## src/rtl/mbus_pkg.sv

```systemverilog
// Shared types for the mbus read channel: FSM states, digit codes and the
// digit decoder used by the on-the-fly converter.
package mbus_pkg;

    typedef enum logic [1:0] {IDLE, REQ, RECV, DONE} state_t;

    localparam logic [1:0] DIG_POS = 2'b10;
    localparam logic [1:0] DIG_NEG = 2'b01;
    localparam logic [1:0] BS_POS  = 2'b01;
    localparam logic [1:0] BS_NEG  = 2'b11;

    // Returns the digit as a signed value in {-1, 0, +1}.
    function automatic logic signed [1:0] decode_digit(input logic [1:0] code,
                                                       input logic       borrow_save);
        decode_digit = 2'sb00;
        if (borrow_save) begin
            if (code == BS_POS)      decode_digit = 2'sb01;
            else if (code == BS_NEG) decode_digit = 2'sb11;
        end else begin
            if (code == DIG_POS)      decode_digit = 2'sb01;
            else if (code == DIG_NEG) decode_digit = 2'sb11;
        end
    endfunction

endpackage

```

## src/rtl/otf_converter.sv

```systemverilog
// On-the-fly signed-digit to two's-complement converter. Q holds the value so
// far, QM holds Q-1; the result output is the post-update Q left-aligned.
module otf_converter
    import mbus_pkg::*;
#(
    parameter int W       = 9,
    parameter int ACC_MAX = 8,
    parameter int CW      = 5
) (
    input  logic                clk,
    input  logic                rst,
    input  logic                clear,
    input  logic                shift_en,
    input  logic signed [1:0]   digit,
    input  logic [CW-1:0]       count,
    output logic signed [W-1:0] result
);
    logic [W-1:0] q, qm, q_nxt, qm_nxt;
    logic [CW-1:0] shamt;

    always_comb begin
        q_nxt  = q;
        qm_nxt = qm;
        if (shift_en) begin
            case (digit)
                2'sb01: begin
                    q_nxt  = {q[W-2:0], 1'b1};
                    qm_nxt = {q[W-2:0], 1'b0};
                end
                2'sb11: begin
                    q_nxt  = {qm[W-2:0], 1'b1};
                    qm_nxt = {qm[W-2:0], 1'b0};
                end
                default: begin
                    q_nxt  = {q[W-2:0], 1'b0};
                    qm_nxt = {qm[W-2:0], 1'b1};
                end
            endcase
        end
    end

    always_ff @(posedge clk) begin
        if (rst) begin
            q  <= '0;
            qm <= '0;
        end else if (clear) begin
            q  <= '0;
            qm <= '1;
        end else begin
            q  <= q_nxt;
            qm <= qm_nxt;
        end
    end

    // Aligning the post-update value lets the result register in the rlast beat.
    assign shamt  = CW'(ACC_MAX) - count;
    assign result = $signed(q_nxt << shamt);

endmodule

```

## src/rtl/mbus_digit_reader.sv

```systemverilog
// mbus read-channel master: requests a result, converts the MSB-first digit
// stream to a left-aligned two's-complement word. MBUS_READER_TIMEOUT_EN adds a watchdog.
module mbus_digit_reader
    import mbus_pkg::*;
#(
    parameter int    RADIX_MODE     = 1,
    parameter string ENCODING_MODE  = "signed-digit",
    parameter int    ACCURATE_MAX   = 8,
    parameter int    DATA_LEN_WIDTH = 5,
    parameter int    DATA_WIDTH     = 2,
    parameter int    RESULT_WIDTH   = ACCURATE_MAX + 1,
    parameter int    TIMEOUT_CYCLES = 64
) (
    input  logic                           i_clk,
    input  logic                           i_rst,
    input  logic                           i_start,
    input  logic [DATA_LEN_WIDTH-1:0]      i_len,
    output logic                           o_busy,
    output logic                           o_mbus_rrq,
    output logic [DATA_LEN_WIDTH-1:0]      o_mbus_rlen,
    input  logic                           i_mbus_rready,
    input  logic [DATA_WIDTH-1:0]          i_mbus_rdata,
    input  logic                           i_mbus_rvalid,
    input  logic                           i_mbus_rlast,
    output logic signed [RESULT_WIDTH-1:0] o_result,
    output logic                           o_result_valid,
    output logic [DATA_LEN_WIDTH-1:0]      o_digit_cnt,
    output logic                           o_err
);
    generate
        if (RADIX_MODE != 1) begin : g_bad_radix
            $error("mbus_digit_reader: only RADIX_MODE=1 is supported");
        end
    endgenerate

    localparam logic BORROW_SAVE = (ENCODING_MODE == "borrow-save");

    state_t state, state_nxt;
    logic [DATA_LEN_WIDTH-1:0] len_q, exp_len, cnt, cnt_nxt;
    logic accept, overrun, take, finish, tmo_hit;
    logic signed [RESULT_WIDTH-1:0] conv_result;

    assign exp_len = (len_q == '0) ? DATA_LEN_WIDTH'(ACCURATE_MAX) : len_q;
    assign accept  = (state == RECV) && i_mbus_rvalid;
    assign overrun = accept && (cnt == DATA_LEN_WIDTH'(ACCURATE_MAX));
    assign take    = accept && !overrun;
    assign finish  = take && i_mbus_rlast;
    assign cnt_nxt = cnt + 1'b1;
    assign o_busy  = (state != IDLE);

`ifdef MBUS_READER_TIMEOUT_EN
    localparam int TW = $clog2(TIMEOUT_CYCLES + 1);
    logic [TW-1:0] tmo;
    logic          stall;

    assign stall   = ((state == REQ) && !i_mbus_rready) || ((state == RECV) && !i_mbus_rvalid);
    assign tmo_hit = stall && (tmo == TW'(TIMEOUT_CYCLES - 1));

    always_ff @(posedge i_clk) begin
        if (i_rst || !stall) tmo <= '0;
        else                 tmo <= tmo + 1'b1;
    end
`else
    localparam int TMO_UNUSED = TIMEOUT_CYCLES;
    logic unused_tmo;
    assign unused_tmo = (TMO_UNUSED != 0);
    assign tmo_hit    = 1'b0;
`endif

    otf_converter #(.W(RESULT_WIDTH), .ACC_MAX(ACCURATE_MAX), .CW(DATA_LEN_WIDTH)) u_otf (
        .clk      (i_clk),
        .rst      (i_rst),
        .clear    (state == IDLE),
        .shift_en (take),
        .digit    (decode_digit(i_mbus_rdata[1:0], BORROW_SAVE)),
        .count    (cnt_nxt),
        .result   (conv_result)
    );

    always_comb begin
        state_nxt = state;
        case (state)
            IDLE: if (i_start) state_nxt = REQ;
            REQ: begin
                if (tmo_hit)            state_nxt = IDLE;
                else if (i_mbus_rready) state_nxt = RECV;
            end
            RECV: begin
                if (overrun || tmo_hit) state_nxt = IDLE;
                else if (finish)        state_nxt = DONE;
            end
            default: state_nxt = IDLE;
        endcase
    end

    always_ff @(posedge i_clk) begin
        if (i_rst) begin
            state          <= IDLE;
            len_q          <= '0;
            cnt            <= '0;
            o_mbus_rrq     <= 1'b0;
            o_mbus_rlen    <= '0;
            o_result       <= '0;
            o_result_valid <= 1'b0;
            o_digit_cnt    <= '0;
            o_err          <= 1'b0;
        end else begin
            state          <= state_nxt;
            o_mbus_rrq     <= (state == REQ) && i_mbus_rready && !tmo_hit;
            o_mbus_rlen    <= ((state == REQ) && i_mbus_rready && !tmo_hit) ? len_q : '0;
            o_result_valid <= finish;
            o_err          <= overrun || tmo_hit || (finish && (cnt_nxt != exp_len));
            if ((state == IDLE) && i_start) begin
                len_q <= i_len;
                cnt   <= '0;
            end else if (take) begin
                cnt <= cnt_nxt;
            end
            if (finish) begin
                o_result    <= conv_result;
                o_digit_cnt <= cnt_nxt;
            end
        end
    end

endmodule

```

## config.mk

```make
export PLATFORM = sky130hd
export DESIGN_NAME = mbus_digit_reader
export DESIGN_NICKNAME = d
export VERILOG_FILES = /design/src/rtl/mbus_pkg.sv /design/src/rtl/otf_converter.sv /design/src/rtl/mbus_digit_reader.sv
export SDC_FILE = /design/constraint.sdc
export NUM_CORES = 1
export LEC_CHECK = 0
export ABC_AREA = 1
export BUFFER_PORTS_ARGS = -buffer_cell sky130_fd_sc_hd__buf_2
export CAP_MARGIN = 20
export CORE_ASPECT_RATIO = 0.75
export CORE_MARGIN = 10
export CORE_UTILIZATION = 54
export CTS_BUF_LIST = sky130_fd_sc_hd__clkbuf_8
export DETAILED_ROUTE_END_ITERATION = 12
export GPL_TIMING_DRIVEN = 0
export PLACE_DENSITY = 0.83
export SLEW_MARGIN = 25
export SYNTH_ARGS = -nofsm -noshare
export SYNTH_HDL_FRONTEND = slang
export SYNTH_SLANG_ARGS = --single-unit
```

## constraint.sdc

```tcl
create_clock -name i_clk -period 5.8 [get_ports i_clk]
set_clock_uncertainty 0.15 [all_clocks]
set_input_delay 0.58 -clock i_clk [delete_from_list [all_inputs] [get_ports i_clk]]
set_output_delay 0.58 -clock i_clk [all_outputs]
set_load 0.005 [all_outputs]
```

# --- Word-level counts from Yosys, hierarchy flattened ---
# Index checks and enable logic that the tools add are counted.
totals:
  reg_bits: 51
  input_bits: 13
  elab_cells: 56
op_classes:
  addsub: 2
  eq_ne: 11
  shift: 1
  muxes: 13
  bitwise_logic: 1
  reduce_logical: 17
ops:
  columns: ["op", "count"]
  rows:
  - ["$pmux 9 s2", 1]
  - ["$mux 8", 2]
  - ["$pmux 8 s2", 1]
  - ["$mux 2", 6]
  - ["$mux 9", 1]
  - ["$shl 9x5->9", 1]
  - ["$logic_and 1x1->1", 7]
  - ["$eq 2x1->1 const B", 3]
  - ["$eq 2x2->1 const B", 3]
  - ["$pmux 2 s3", 1]
  - ["$reduce_or 2->1", 3]
  - ["$add 5x1->5 const B", 1]
  - ["$eq 5x4->1 const B", 1]
  - ["$logic_not 5->1", 1]
  - ["$mux 5", 1]
  - ["$ne 5x5->1", 1]
  - ["$sub 4x5->5 const A", 1]
  - ["$ne 2x2->1 const B", 2]
  - ["$reduce_bool 2->1", 2]
  - ["$ne 3x3->1 const B", 1]
  - ["$reduce_and 3->1", 1]
  - ["$logic_not 2->1", 1]
  - ["$logic_not 1->1", 1]
  - ["$logic_or 1x1->1", 1]
  - ["$not 1->1", 1]

# --- Longest topological paths before layout ---
logic_depth:
  depth_word: 9
  ltp_mapped: 17
  depth_no_buf: 15

# --- Modules after synthesis ---
# Synthesis repeated with hierarchy kept, for this count alone.
unflattened:
  cells_unflattened: 394
  hier_area_um2: 2690.1
modules_own_cells:
  columns: ["mod", "instances", "cells_per_inst", "area_per_inst_um2", "seq_area_each_um2"]
  rows:
  - ["mbus_digit_reader", 1, 196, 1440.1, 680.7]
  - ["otf_converter", 1, 198, 1249.9, 340.3]

# --- Worst setup path after synthesis ---
# Ideal clock, no wire load.
synth_path:
  kind: "input-to-reg"
  from: "input port i_mbus_rdata[0]"
  to: "register o_result[8]"
  arrival_ps: 1955
  setup_slack_ps: 3563
  path_stages: 15
  path_buffers: 2
  path_cell_list: "inv_1 ha_1 buf_2 inv_1 buf_4 o21ai_0 nand2_1 nand2_1 nor2_1 nor2_1 nand2_1 nand3_1 nand2_1 nand2_1 a21oi_1"
synth_between:
  elab_chain_cells: 7
synth_rtl:
  columns: ["element", "line", "source"]
  rows:
  - ["start, declared", "mbus_digit_reader.sv:22", "input logic [DATA_WIDTH-1:0] i_mbus_rdata,"]
  - ["$eq 2x1->1", "mbus_pkg.sv:21", "else if (code == DIG_NEG) decode_digit = 2'sb11;"]
  - ["$mux 2", "mbus_pkg.sv:21", null]
  - ["$mux 2 (*)", "mbus_pkg.sv:20", "if (code == DIG_POS) decode_digit = 2'sb01;"]
  - ["$eq 2x2->1 / $eq 2x1->1 (equally long branches)", "otf_converter.sv:25", "case (digit)"]
  - ["$pmux 9 s2 (*)", "otf_converter.sv:25", null]
  - ["$mux 9 (*)", "otf_converter.sv:24", "if (shift_en) begin"]
  - ["$shl 9x5->9 (*)", "otf_converter.sv:57", "assign result = $signed(q_nxt << shamt);"]
  - ["end signal, assigned", "mbus_digit_reader.sv:120", "o_result <= conv_result;"]
  - ["end, declared", "mbus_digit_reader.sv:25", "output logic signed [RESULT_WIDTH-1:0] o_result,"]
# Mark *: on every way between the ends. The rest lies on a longest branch, timed or not.
# A chain may end at the register's enable or synchronous reset.

# --- Worst setup path in the final report ---
layout_path:
  from: "register cnt[0]"
  to: "register o_result[8]"
layout_lines:
  columns: ["element", "line", "source"]
  rows:
  - ["start, declared", "mbus_digit_reader.sv:39", "logic [DATA_LEN_WIDTH-1:0] len_q, exp_len, cnt, cnt_nxt;"]
  - ["start signal, assigned", "mbus_digit_reader.sv:117", "cnt <= cnt_nxt;"]
  - ["$add 5x1->5", "mbus_digit_reader.sv:48", "assign cnt_nxt = cnt + 1'b1;"]
  - ["via cnt_nxt[0]", "mbus_digit_reader.sv:39", null]
  - ["$sub 4x5->5", "otf_converter.sv:56", "assign shamt = CW'(ACC_MAX) - count;"]
  - ["$shl 9x5->9", "otf_converter.sv:57", null]
# The timed path passes the listed nets, and every way through them passes these cells.

==> results.json <==
{
  "path_cells": "inv_1 -> buf_2 -> ha_1 -> nor2_1 -> nor2_2 -> inv_1 -> nand3_1 -> nand3_1 -> nand3_1 -> nand2_1 -> nand2_1 -> a21oi_1",
  "post-route-period-util_pct": 43.4,
  "crit_family": "simple AND/OR/NAND/NOR gates",
  "synth.avg_cell_area_um2": 6.91,
  "ant_nets": 0,
  "cts_buffer_depth": 2,
  "antenna_found_initial": 0,
  "grt_overflow": 0,
  "cp-start-kind": "register",
  "start_util_pct": 57.0,
  "synth_fa_ha_area_share_pct": 1.92,
  "row_count": 21,
  "leakagePower_nw": 1.35,
  "worst_pin_slew_ps": 549,
  "ys_ff_latch": 51,
  "core_area_mm2": 0.00457,
  "worst-path-buf-inv": 3,
  "synthMuxAreaShare_pct": 0,
  "num_antenna_cells": 0,
  "n_fill_cell": 427,
  "slowest_delay_ps": 440,
  "final_cell_mix": "111 x nand2_1, 51 x dfxtp_1, 41 x buf_2",
  "drv_cap": 0,
  "drc": 0,
  "ys_seq_area_share_pct": 39.2,
  "clk_latency_ps": 320,
  "crit_fanout": 10,
  "placed_cells": 468,
  "crit_required_ps": 5830,
  "grt_pass1_wl_um": 11000,
  "grt_setup_unrepaired": "no",
  "fmax_mhz": 398,
  "postCtsResizedCells": 0,
  "synth_compound_area_share_pct": 14.6,
  "cts_sinks": 51,
  "grt_pass1_vias": 2348,
  "grt_start_max_net_pins": 19,
  "synthCells": 377,
  "nets": 435,
  "crit_top_cell": "nand3_1",
  "h-tree-depth": 2,
  "hp-class": "register to register",
  "synth.distinct_cells": 33,
  "firstDrtPassIters": 4,
  "cts_setup_buffers": 0,
  "globalplace.congestion": 0.926,
  "final_util_pct": 64.3,
  "fin_cells": 476,
  "wl_per_cell_um": 13.4,
  "area_delta_synth_final_pct": 12.9,
  "drv_slew": 0,
  "path_class": "register to register",
  "synthSimpleGateAreaFrac_pct": 32.9,
  "die_width_um": 100,
  "vdd.ir_drop.worst_v": 0.000127,
  "hold_viol": 0,
  "cts_tree": "yes",
  "status": "complete, no violations",
  "io_buffer_count": 34,
  "relSlewSlack_pct": 63.4,
  "root_buffer": "clkbuf_8",
  "synth_fp_nets": 394,
  "drt_iter0_drc": 163,
  "final_layout_size_suffix_gt1_share_pct": 16.5,
  "cts-buffers-inserted": 5,
  "num_vias": 2578,
  "ioPinCount": 36,
  "grt_usage_pct": 16.5,
  "synth_area_mm2": 0.00260,
  "slowest_stage": "ha_1",
  "fin_crit_ps": 2510,
  "finalSetupTns_ps": 0,
  "routed_wl_um": 6370,
  "worstPathArrival_ps": 2550,
  "hpwl_um": 5000,
  "p_per_area_mw_per_mm2": 233,
  "postCtsHoldBufs": 0,
  "yosysWarningCount": 0,
  "path_clk_slew_ps": 100,
  "die_area_mm2": 0.00803,
  "final_common_cell": "nand2_1",
  "die_y_um": 80.2,
  "synth_top_family_by_area": "simple AND/OR/NAND/NOR gates",
  "cp-end-kind": "register",
  "vias_per_cell": 5.42,
  "setup_violations": 0,
  "synth-xor-area-share_pct": 2.35
}
power by group:
part / internal (mW) / switching, mW / total (mW)
registers: 0.364 / 0.00962 / 0.374
logic: 0.0334 / 0.0619 / 0.0953
clock network: 0.0889 / 0.128 / 0.217
metrics by stage:
step                hold WS, ps  area, um^2  setup WS (ps)  power [mW]
floorplan                   280        2610           3560       0.449
global placement            297        2850           3230       0.473
detailed placement          304        2850           3110       0.476
CTS                         318        2940           3320       0.691
global route                331        2940           3090       0.721
finish                      313        2940           3290       0.686
per-layer routing:
metal / wire length [um] / track usage [%] / part of all wire (%) / vias to the layer above
met4: 79 / 5.21 / 1.2 / 0
met5: 0 / 0 / 0 / -
met3: 409 / 3.76 / 6.4 / 9
met2: 2760 / 24.2 / 43 / 69
li1: - / - / - / 1312
met1: 3120 / 23.3 / 49 / 1188
final timing paths:
check	start	to	slack, ps	cells after the start
setup / recovery	cnt[0]$_SDFFE_PP0N_	o_result[8]$_SDFFE_PP0P_	3290	12
hold / removal	o_result[2]$_SDFFE_PP0P_	o_result[2]$_SDFFE_PP0P_	310	2
setup reg to reg	cnt[0]$_SDFFE_PP0N_	o_result[8]$_SDFFE_PP0P_	3290	12
hold reg to reg	o_result[2]$_SDFFE_PP0P_	o_result[2]$_SDFFE_PP0P_	310	2
synth_stat cells:
cell type	instances	area (um^2)
and2_1	5	31.3
nand2_1	111	417
a21oi_1	37	185
nand2_4	1	11.3
nand4_1	5	31.3
nor2_1	28	105
clkinv_1	2	7.51
ha_1	4	50.1
nor3_1	3	15.0
nor2_4	1	11.3
or2_1	1	6.26
buf_4	1	7.51
o211ai_1	3	22.5
o21ai_2	1	8.76
clkbuf_1	4	15.0
inv_2	2	7.51
o22ai_1	1	6.26
inv_1	32	120
a41oi_1	1	8.76
nor2_2	3	18.8
buf_6	4	45.0
o21ai_0	17	85.1
o221ai_1	5	43.8
nor3_2	1	10.0
nand2_2	3	18.8
dfxtp_1	51	1020
o2111ai_1	1	8.76
buf_2	7	35.0
nand3_1	30	150
xnor2_1	2	17.5
nand3_2	3	30.0
xor2_1	5	43.8
o21ai_1	2	10.0
cell families (layout without fill, tap and decap cells):
family                   after synthesis  after routing
AND/OR/NAND/NOR                      195            195
AO/OA/AOI/OAI                         68             68
buffers and inverters                 52             94
flip-flops                            51             51
XOR/XNOR                               7              7
adder cells (fa/ha/maj)                4              4
layout make-up:
type	instances	area, um^2	area share (%)
multi-input combinational	274	1350	45.8
sequential	51	1020	34.7
timing repair buffer	34	170	5.78
inverter	36	135	4.59
buffer	16	103	3.49
tap	57	71.3	2.42
clock buffer	5	68.8	2.34
clock inverter	3	26.3	0.893
state kept, by name (all words and copies together) (netlist names), 2 cells and up:
name and cells:
o_result 9, u_otf.qm 8, o_digit_cnt 5, cnt 5, o_mbus_rlen 5, len_q 5, u_otf.q 9, state 2
worst register-to-register path, stage by stage, from the launching register on:
cell and delay [ps]:
dfxtp_1 420, inv_1 70, buf_2 200, ha_1 450, nor2_1 150, nor2_2 330
inv_1 170, nand3_1 130, nand3_1 80, nand3_1 70, nand2_1 50, nand2_1 60
a21oi_1 60
Power figures use the tool's default switching activity.
